`config.mk`:
```
export PLATFORM = sky130hd
export DESIGN_NAME = firc_phase_ctrl
export DESIGN_NICKNAME = d
export VERILOG_FILES = /design/src/rtl/firc_phase_ctrl.sv
export SDC_FILE = /design/constraint.sdc
export NUM_CORES = 1
export LEC_CHECK = 0
export CAP_MARGIN = 20
export CORE_MARGIN = 2
export CORE_UTILIZATION = 40
export CTS_CLUSTER_SIZE = 28
export DETAILED_ROUTE_END_ITERATION = 8
export MAX_ROUTING_LAYER = met4
export PLACE_DENSITY_LB_ADDON = 0.2
export SLEW_MARGIN = 20
export SYNTH_ARGS = -nofsm -noshare
export SYNTH_HDL_FRONTEND = slang
export SYNTH_SLANG_ARGS = --single-unit
```
`constraint.sdc`:
```
create_clock -name Clk -period 2.5 [get_ports Clk]
set_clock_uncertainty 0.2 [all_clocks]
set_input_delay 0.75 -clock Clk [delete_from_list [all_inputs] [get_ports Clk]]
set_output_delay 0.75 -clock Clk [all_outputs]
set_load 0.02 [all_outputs]
```
`src/rtl/firc_phase_ctrl.sv`:
```
`timescale 1ns / 1ps
// -----------------------------------------------------------------------------
// firc_phase_ctrl
//
// Sequencer for the 29-tap folded complex FIR datapath (5 pre-adders and
// 5 complex multipliers, time-shared over 3 phases per sample).
//
// It pops a sample from the input FIFO, shifts the delay line and then issues
// three phases. For each phase it drives the lane-0 tap and coefficient bases.
// Issued phases are tracked through the pre-adder and multiplier pipeline with
// a tag shift register. At the pipe output the tags steer the output
// accumulator (load on phase 0, add on phases 1 and 2). PushOut is raised one
// cycle after the phase-2 tag leaves the pipe.
// Sample starts are held off for the cycle of a coefficient write and for the
// cycle after it.
//
// Optional build macro:
//   FIRC_OVERLAP_EN - a back-to-back sample pops the FIFO during PH2 and goes
//                     straight to PH0, so it skips LOAD. This gives 3 cycles
//                     per sample instead of 4.
//
// Ports:
//   Clk         in   clock
//   Reset       in   synchronous, active-high reset
//   FifoEmpty   in   input FIFO empty
//   PushCoef    in   coefficient write strobe
//   FifoRd      out  pop the FIFO head
//   ShiftEn     out  delay line shifts and captures the FIFO head this cycle
//   Phase[1:0]  out  issue phase 0..2, or 3 when not issuing
//   PhaseValid  out  lanes issue a valid phase this cycle
//   TapBaseA    out  lane-0 side-a tap index (lane k: a=TapBaseA+k,
//                    b=28-TapBaseA-k)
//   Lane4BZero  out  zero lane-4 operand b (centre tap counted once)
//   CoefBase    out  lane-0 coefficient address (lane k adds k)
//   AccLoad     out  accumulator loads the product sum
//   AccEn       out  accumulator adds the product sum
//   PushOut     out  filter output valid
//   Busy        out  sequencer active or phases still in flight
//   CoefHazard  out  sticky: coefficient write seen while a phase was issuing
// -----------------------------------------------------------------------------
module firc_phase_ctrl #(
    parameter int PIPE_LAT = 3,
    parameter int NPHASE   = 3
) (
    input  logic       Clk,
    input  logic       Reset,
    input  logic       FifoEmpty,
    input  logic       PushCoef,
    output logic       FifoRd,
    output logic       ShiftEn,
    output logic [1:0] Phase,
    output logic       PhaseValid,
    output logic [4:0] TapBaseA,
    output logic       Lane4BZero,
    output logic [4:0] CoefBase,
    output logic       AccLoad,
    output logic       AccEn,
    output logic       PushOut,
    output logic       Busy,
    output logic       CoefHazard
);

    localparam logic [1:0] LAST_PHASE = 2'(NPHASE - 1);

    typedef enum logic [2:0] {
        ST_IDLE,
        ST_LOAD,
        ST_PH0,
        ST_PH1,
        ST_PH2
    } state_t;

    typedef struct packed {
        logic       valid;
        logic [1:0] phase;
    } tag_t;

    state_t state, state_nxt;
    logic   coef_hold;
    logic   coef_hazard_q;
    logic   push_out_q;
    tag_t   tag_pipe [PIPE_LAT];
    tag_t   tag_in;
    tag_t   tag_out;
    logic   in_flight;
    logic   start;

    // A coefficient write blocks a new sample during the write cycle and the
    // cycle after it. A sample already in progress runs to completion.
    assign start = !FifoEmpty && !PushCoef && !coef_hold;

    // NOTE: every output of this process gets a default before the case
    // statement. This means no path can leave a value unassigned and infer
    // a latch.
    always_comb begin
        state_nxt  = state;
        FifoRd     = 1'b0;
        ShiftEn    = 1'b0;
        Phase      = 2'd3;
        PhaseValid = 1'b0;
        TapBaseA   = 5'd0;
        CoefBase   = 5'd0;
        Lane4BZero = 1'b0;
        case (state)
            ST_IDLE: begin
                if (start) state_nxt = ST_LOAD;
            end
            ST_LOAD: begin
                FifoRd    = 1'b1;
                ShiftEn   = 1'b1;
                state_nxt = ST_PH0;
            end
            ST_PH0: begin
                PhaseValid = 1'b1;
                Phase      = 2'd0;
                state_nxt  = ST_PH1;
            end
            ST_PH1: begin
                PhaseValid = 1'b1;
                Phase      = 2'd1;
                TapBaseA   = 5'd5;
                CoefBase   = 5'd5;
                state_nxt  = ST_PH2;
            end
            ST_PH2: begin
                PhaseValid = 1'b1;
                Phase      = 2'd2;
                TapBaseA   = 5'd10;
                CoefBase   = 5'd10;
                // Lane 4 in PH2 reads a=14 and b=14. Zeroing b counts the
                // centre tap only once.
                Lane4BZero = 1'b1;
                if (start) begin
`ifdef FIRC_OVERLAP_EN
                    // The pre-adders sample the delay line on the same edge
                    // that shifts it, so PH2 can shift in the next sample.
                    FifoRd    = 1'b1;
                    ShiftEn   = 1'b1;
                    state_nxt = ST_PH0;
`else
                    state_nxt = ST_LOAD;
`endif
                end else begin
                    state_nxt = ST_IDLE;
                end
            end
            default: state_nxt = ST_IDLE;
        endcase
    end

    assign tag_in  = {PhaseValid, Phase};
    assign tag_out = tag_pipe[PIPE_LAT-1];

    // The pending PushOut is the accumulator-stage tag. It keeps Busy high
    // until the output pulse has been delivered.
    always_comb begin
        in_flight = push_out_q;
        for (int i = 0; i < PIPE_LAT; i++) begin
            in_flight = in_flight | tag_pipe[i].valid;
        end
    end

    // NOTE: state is updated with non-blocking assignments. Every register
    // then samples values from before the clock edge, whatever order the
    // statements are in.
    always_ff @(posedge Clk) begin
        if (Reset) begin
            state         <= ST_IDLE;
            coef_hold     <= 1'b0;
            coef_hazard_q <= 1'b0;
            push_out_q    <= 1'b0;
            // NOTE: the tag pipe is only a few flops and holds control
            // state. It must be cleared so that an abandoned sample can
            // never reach the accumulator or PushOut.
            for (int i = 0; i < PIPE_LAT; i++) begin
                tag_pipe[i] <= '0;
            end
        end else begin
            state      <= state_nxt;
            coef_hold  <= PushCoef;
            push_out_q <= tag_out.valid && (tag_out.phase == LAST_PHASE);
            if (PushCoef && PhaseValid) coef_hazard_q <= 1'b1;
            tag_pipe[0] <= tag_in;
            for (int i = 1; i < PIPE_LAT; i++) begin
                tag_pipe[i] <= tag_pipe[i-1];
            end
        end
    end

    assign AccLoad    = tag_out.valid && (tag_out.phase == 2'd0);
    assign AccEn      = tag_out.valid && (tag_out.phase != 2'd0);
    assign PushOut    = push_out_q;
    assign CoefHazard = coef_hazard_q;
    assign Busy       = (state != ST_IDLE) || in_flight;

endmodule

```
* After elaboration in Yosys (flattened, before gate mapping)
Memory sizes are Yosys's and may differ from the RTL's.
Index checks and enable logic that the tools add are counted.
W data, S select, Z words.
** Storage, ports and cells
- Memory bits (read-only) :: 0
- Register bits :: 6
- Latch bits :: 0
- Input bits :: 4
- Memories kept :: 1
- Memory bits (writable) :: 9
- Output and inout port bits :: 21
- Word-level logic and storage cells :: 46
** Memories
- tag_pipe :: depth 3, bits a word 3, rd ports 3, clocked after memory_dff 0, wr ports 3, line 82 : tag_t tag_pipe [PIPE_LAT];
** Operators by class
- Multipliers :: 0
- Reductions and logical operators :: 15
- $lt $le $gt $ge :: 0
- Muxes and demuxes :: 14
- Shift operators :: 0
- $add $sub $neg :: 0
- Div/mod/pow operators :: 0
- Bitwise operators :: 6
- Equal/unequal tests :: 6
** Operator list (count)
- $pmux W3 S5 :: 1
- $mux W3 :: 4
- $pmux W4 S2 :: 1
- $mux W1 :: 7
- $eq A3 B2 Y1 const B :: 2
- $logic_and A1 B1 Y1 :: 6
- $or A1 B1 Y1 :: 6
- $pmux W2 S3 :: 1
- $eq A3 B1 Y1 const B :: 1
- $eq A3 B3 Y1 const B :: 1
- $logic_not A1 Y1 :: 3
- $logic_not A3 Y1 :: 1
- $reduce_bool A3 Y1 :: 1
- $reduce_or A3 Y1 :: 1
- $eq A2 B2 Y1 const B :: 1
- $logic_not A2 Y1 :: 1
- $ne A2 B2 Y1 const B :: 1
- $reduce_bool A2 Y1 :: 1
- $logic_or A1 B1 Y1 :: 1

* Depth between registers and ports, before layout
Gate-level depths: netlist of the first run.
- Word-level depth :: 5
- Depth in mapped cells :: 5
- Mapped depth without buffers :: 2

* Worst setup path after synthesis of the first run
No wires, ideal clock.
- Kind :: register -> output
- Start point :: register state[1]
- End point :: output port CoefBase[2]
- Arrival :: 1.548 ns
- Buffers on the path :: 3
- Stages on the path, launching flop included :: 6
- Data required time :: 1.550 ns
- Setup slack :: 0.002 ns
- Cells stage by stage :: dfxtp_1 buf_6 or2b_1 clkbuf_1 nor2_1 buf_4
** On the way
- Longest elaborated chain between the ends :: 2
** RTL lines
- from (decl) :: line 78 : state_t state, state_nxt;
- from (signal assigned) :: line 179 : state <= state_nxt;
- $eq A3 B3 Y1 or $eq A3 B2 Y1 (tied branches) :: line 104 : case (state)
- $pmux W4 S2 * :: line 104
- to (decl) :: line 55 : output logic [4:0] CoefBase,
Mark *: on every way between the ends. The rest lies on a longest branch, timed or not.

* Worst setup path in the final report of the first run
- Start point :: register state[0]
- End point :: output port FifoRd
** On the way
- Longest elaborated chain between the ends :: 2
** RTL lines
- $eq A3 B1 Y1 :: line 104
- $mux W1 :: line 104
- to (decl) :: line 49 : output logic FifoRd,
Every way passes these cells.

==> metrics.md, run 1 <==
| Metric | Value |
|---|---|
| H-tree Lvls | `1` |
| Post-synthesis register bit count | `15` |
| Hpwl dp | `786.5 um` |
| Area leader, netlist | `dfxtp_1` |
| CTS Buf Count | `3` |
| Area Growth Syn to Fin | `31.70%` |
| Total global-route track usage | `14.48%` |
| Routed Wire Length | `1101 um` |
| Path type of the worst setup path | `reg2out` |
| Syn Std Cell Area | `611.8 um2` |
| Drt drc | `0` |
| Initial antenna violation count | `0` |
| Worst Path Max Fanout | `5` |
| Die ar. | `1858 um2` |
| Max-slew violations | `0` |
| Clock root buffer | `clkbuf_4` |
| Vias post-DR | `between 400 and 500` |
| Clk pin slew, worst setup/hold paths | `90 ps` |
| Initial DRT Pass Iterations | `5` |
| Clk sinks | `15` |
| Congestion Overflow GR | `0` |
| Hold Slack | `~240 ps` |
| RSZ-0062 raised after global routing | `true` |
| Vias per std cell | `4.576` |
| Ys async rst share | `0%` |
| GP Congestion | `roughly 0.76` |
| CTS tree | `done` |
| Final WS setup | `80.42 ps` |
| Hold Vio Cnt, Final | `0` |
| Register area share after synthesis | `49.08%` |
| Antenna Nets Post-Route | `0` |
| I/O pin cnt | `25` |
| Global-route wire length before repair | `approximately 1900 um` |
| Path length in cells of the critical path | `4` |
| Critical Path Source Type | `flop` |
| Synth Instances | `62` |
| Clock buffer depth | `2` |
| Max-Cap Viols | `0` |
| Top delay family on crit path | `buffers and inverters` |
| Routed len/inst | `between 10 and 15 um` |
| Clock latency on the worst-skew pair | `280 ps` |
| Data arrival, critical path | `~1500 ps` |
| Worst Hold Class | `reg2reg` |
| Final Setup Violations | `0` |
| DIE WIDTH | `43.11 um` |
| Top cells by area, synth | `dfxtp_1, buf_4, nor2b_1, nor3_1, a311oi_2` |
| Fin util | `between 50% and 60%` |
| Fin crit period | `2420 ps` |
| Count leader, synth | `dfxtp_1` |
| Fin crit share | `96.78%` |
| Synthesized area per cell | `9.868 um2` |
| Iteration-0 DRC Markers | `3` |
| YS warnings | `0` |
| Crit end category | `output pin` |
| Leak | `slightly below 0.0004 uW` |
| CP max stage delay | `360 ps` |
| Place WS | `45.15 ps` |
| CP max-delay cell | `dfxtp_1` |
| Fmax | `0.4133 GHz` |
| Outcome | `finished clean` |
| Largest net degree at the start of global routing | `10` |
| Worst r2r path cells | `4` |
| Most frequent cells after synthesis | `dfxtp_1, buf_4, nor2b_1, nor3_1` |
| Worst VDD drop | `0.3013 mV` |
| Port buffer count | `22` |
| # rows | `14` |
| CP cell instances | `buf_4 > inv_1 > nor3_1 > dlygate4sd1_1` |
| Height of the die | `~43 um` |
| Critical path required time | `1550 ps` |
| EDFF count, synth | `0` |
| R2R Setup Slk | `1050 ps` |
| P per Cell Area | `611.0 nW/um2` |
| Hold Path Cell Cnt | `1` |
| Number of global-route vias before repair | `419` |
| Main synth FF type | `dfxtp_1` |
| CP bufs+invs | `3` |
| Final net count | `between 80 and 90` |
| Ant diodes | `0` |
| Initial Util | `41.58%` |
| Count of different cell masters after synthesis | `22` |
| Share of the synthesized area in the top cell type | `49.08%` |
| Core footprint | `roughly 1500 um2` |
| Fraction of layout cells with a size suffix above 1 | `21.69%` |
[cells in the final DEF, fill, tap and decap left out]
cell type | netlist | final
dfxtp_1 | 15 | 15
nor2b_1 | 8 | 8
dlygate4sd2_1 | 0 | 8
buf_4 | 10 | 7
clkdlybuf4s50_1 | 0 | 6
clkbuf_2 | 0 | 5
nor3_1 | 4 | 4
inv_1 | 3 | 3
nand2_1 | 3 | 3
clkbuf_4 | 0 | 3
nor2_1 | 2 | 2
a21oi_1 | 2 | 2
conb_1 | 1 | 2
dlygate4sd1_1 | 0 | 2
or3b_1 | 1 | 1
or2b_1 | 1 | 1
nor3b_1 | 1 | 1
o21a_1 | 1 | 1
xor2_1 | 1 | 1
nor4_1 | 1 | 1
a311oi_2 | 1 | 1
nor4bb_1 | 1 | 1
xnor2_1 | 1 | 1
or4_4 | 1 | 1
a211oi_2 | 1 | 1
clkbuf_1 | 2 | 1
dlymetal6s2s_1 | 0 | 1
[path summary, 6_finish.rpt]
path | endpoint | from
worst min-delay path | tag_pipe[0][4] | tag_pipe[0][1]
worst min register to register | tag_pipe[0][4] | tag_pipe[0][1]
worst max register to register | CoefHazard | state[1]
worst max-delay path | FifoRd | state[0]
[area by class of cell]
class                   instances  area (um2)
multi-input cells              32       210.2
clock buffers                   4       26.28
repair buffers                 29       237.7
well taps                      16       20.02
flip-flops and latches         15       300.3
fillers                       148       665.6
inverters                       3       11.26
[worst reg2reg max path, stage by stage, from the launching register on]
cell	delay (ps)
dfxtp_1	390
or2b_1	260
buf_4	150
buf_4	140
a311oi_2	240
[power by group]
part / switching, uW / internal (uW)
Sequential: 6.76 / 253
Clock: 74.1 / 61.8
Combinational: 52.1 / 44.7
Total: 133 / 359
[sequential cells by signal, indices dropped and copies added, names as in the netlist]
name and cells:
tag_pipe 9, CoefHazard 1, PushOut 1, coef_hold 1, state 3
[stage by stage]
stage,std cells,total power [uW],setup TNS [ps],area (um2)
3_5_place_dp,95,372.4,0,814.5
5_1_grt,99,519.7,-61.88,805.8
4_1_cts,99,500.2,0,822.0
2_1_floorplan,63,331.0,0,615.6
6_report,99,492.3,0,805.8
3_3_place_gp,95,373.1,0,814.5
[repair_timing]
item                                    4_1_cts  5_1_grt
gates resized for setup                      15       15
gates cloned                                  0        0
setup buffers                                 0        0
endpoints found under the setup margin       15        8
hold buffers                                  0        0
[cells by family (layout without fill, tap and decap cells)]
family	count (synthesis)	count (layout)	share of synthesized area, %
AND/OR/NAND/NOR	23	23	22.91
buffers and inverters	16	36	17.18
flip-flops	15	15	49.08
AO/OA/AOI/OAI	5	5	7.361
XOR/XNOR	2	2	2.864
other	1	2	0.6129
[metal layers]
metal / GRT usage, % / vias to the layer above / part of all wire [%]
li1: - / 232 / -
met1: 19.01 / 201 / 50
met2: 18.51 / 18 / 41
met3: 3.830 / 2 / 8.4
met4: 10.91 / 0 / 1.0
met5: - / - / 0
Power figures use the tool's default switching activity.
==> run 2, diff against run 1 <==
- TNS_END_PERCENT: not set -> 50
==> results of run 2 <==
No change in the layout: final DEF, timing and power equal those of run 1.
==> RTL edit: new RTL, config.mk and constraints of run 2 <==
The option `FIRC_OVERLAP_EN` is turned on by a define.
--- a/src/rtl/firc_phase_ctrl.sv
+++ b/src/rtl/firc_phase_ctrl.sv
@@ -40,2 +40,4 @@
 // -----------------------------------------------------------------------------
+`define FIRC_OVERLAP_EN
+
 module firc_phase_ctrl #(
Function: changed (Yosys sat finds a counterexample within 10 cycles, from zero or initial values and one cycle with Reset high).
==> RTL edit against run 2 <==
  * The run now ends with setup timing left
  * Hold slack got worse by 0.0042 ns
  * Cell area rose by 11%
  * Power decreased by 0.87%
  * Core utilization is 3.4 points higher
  * Area after synthesis is 10% higher
  * Via count up 14%
  * Synthesized cell count increased by 9.7%
  * Die area is 9.3% higher
  * Worst setup slack worse by 0.29 ns
  * Wire length is 11% higher
  * Sequential cell count unchanged
  * Non-clock buffer count up 4
  * Highest routed layer unchanged
==> RTL edit: results (changes against run 2) <==
<table>
<tr><th>Metric</th><th>Value</th></tr>
<tr><th colspan="2">Layout</th></tr>
<tr><td>Nets@finish</td><td>97 (+10%)</td></tr>
<tr><th colspan="2">Logic synthesis</th></tr>
<tr><td>Top cells by instance count after synthesis</td><td>sky130_fd_sc_hd__dfxtp_1 (15), sky130_fd_sc_hd__buf_4 (12), sky130_fd_sc_hd__nor2b_1 (8)</td></tr>
<tr><th colspan="2">Run status</th></tr>
<tr><td>Run status</td><td>finished, violations left</td></tr>
<tr><td>Violated checks</td><td>setup timing</td></tr>
<tr><th colspan="2">Global route</th></tr>
<tr><td>Wire length of the first global-routing pass</td><td>2.05 mm (+10%)</td></tr>
<tr><td>Pin count of the biggest net entering global routing</td><td>12 (+2)</td></tr>
<tr><th colspan="2">Worst setup path</th></tr>
<tr><td>Reg-to-reg critical path startpoint</td><td>coef_hold</td></tr>
<tr><td>WP data arrival</td><td>1.76 ns (+0.29 ns)</td></tr>
<tr><td>Critical path startpoint</td><td>FifoEmpty</td></tr>
<tr><td>Worst setup path end</td><td>ShiftEn</td></tr>
<tr><td>Crit Reg-Reg Endpoint</td><td>state[1]</td></tr>
<tr><td>Maximum net fanout on the critical path</td><td>2 (-3)</td></tr>
<tr><td>Slowest cell on crit path</td><td>sky130_fd_sc_hd__or4b_4</td></tr>
<tr><td>Setup slack on the worst flop-to-flop path</td><td>0.94 ns (-0.11 ns)</td></tr>
<tr><th colspan="2">Clocking</th></tr>
<tr><td>PostCTS Resize Cnt</td><td>51 (+36)</td></tr>
<tr><th colspan="2">Placed design</th></tr>
<tr><td>Post-DP HPWL</td><td>902 um (+15%)</td></tr>
<tr><td>Dpl cell area</td><td>896 um2 (+10%)</td></tr>
<tr><th colspan="2">Power and ir drop</th></tr>
<tr><td>Combinational group share of total power</td><td>18.9% (-0.8 points)</td></tr>
<tr><td>Maximum resistive drop on vdd</td><td>300 uV (-0.53%)</td></tr>
<tr><td>Static Leakage</td><td>0.412 nW (+4.2%)</td></tr>
<tr><th colspan="2">Worst hold path</th></tr>
<tr><td>Start point of the worst min-delay path</td><td>tag_pipe[0][4]</td></tr>
<tr><td>Endpoint of the worst hold path</td><td>tag_pipe[0][7]</td></tr>
<tr><th colspan="2">STA</th></tr>
<tr><td>Worst hold slack</td><td>0.240 ns (-0.00422 ns)</td></tr>
<tr><td>Setup TNS</td><td>-0.416 ns (-0.416 ns)</td></tr>
<tr><td>Final setup violation count</td><td>2 (+2)</td></tr>
<tr><td>Smallest setup slack after layout</td><td>-0.208 ns (-0.288 ns)</td></tr>
<tr><th colspan="2">Routing</th></tr>
<tr><td>WL/cell</td><td>11.3 um (+1.6%)</td></tr>
<tr><td>Count of routing violations after the opening detailed-route iteration</td><td>1 (-2)</td></tr>
<tr><td>Drt pass-1 iters</td><td>2 (-3)</td></tr>
</table>
==> RTL edit: through the flow <==
stage	worst slack, ns	std cells
6_report	-0.208	108
5_1_grt	-0.225	108
4_1_cts	-0.255	107
3_5_place_dp	-1.02	103
3_3_place_gp	-0.995	103
2_1_floorplan	-0.262	69
==> RTL edit: logic make-up (layout without fill, tap and decap cells) <==
family,count (synthesis),count (layout),synth area share [%]
buf+inv,17,40,16.1
other cells,1,2,0.556
simple gates,27,27,26.5
compound gates,7,7,10.9
xor+xnor,1,1,1.30
flops,15,15,44.5
==> RTL edit: final cells by class <==
type                    instances  area [um2]  area share [%]
multi-input cells              37         285            31.8
clock buffers                   3        22.5            2.51
inverters                       3        11.3            1.26
clock inverters                 1        5.00           0.559
well taps                      16        20.0            2.23
flip-flops and latches         15         300            33.5
repair buffers                 33         251            28.1
==> RTL edit: layer usage <==
layer	up-vias	global-route usage (%)	share of wire [%]
met3	4	4.80	5.8
met4	0	12.4	2.8
li1	263	-	-
met5	-	-	0
met1	233	18.7	48
met2	17	20.6	43
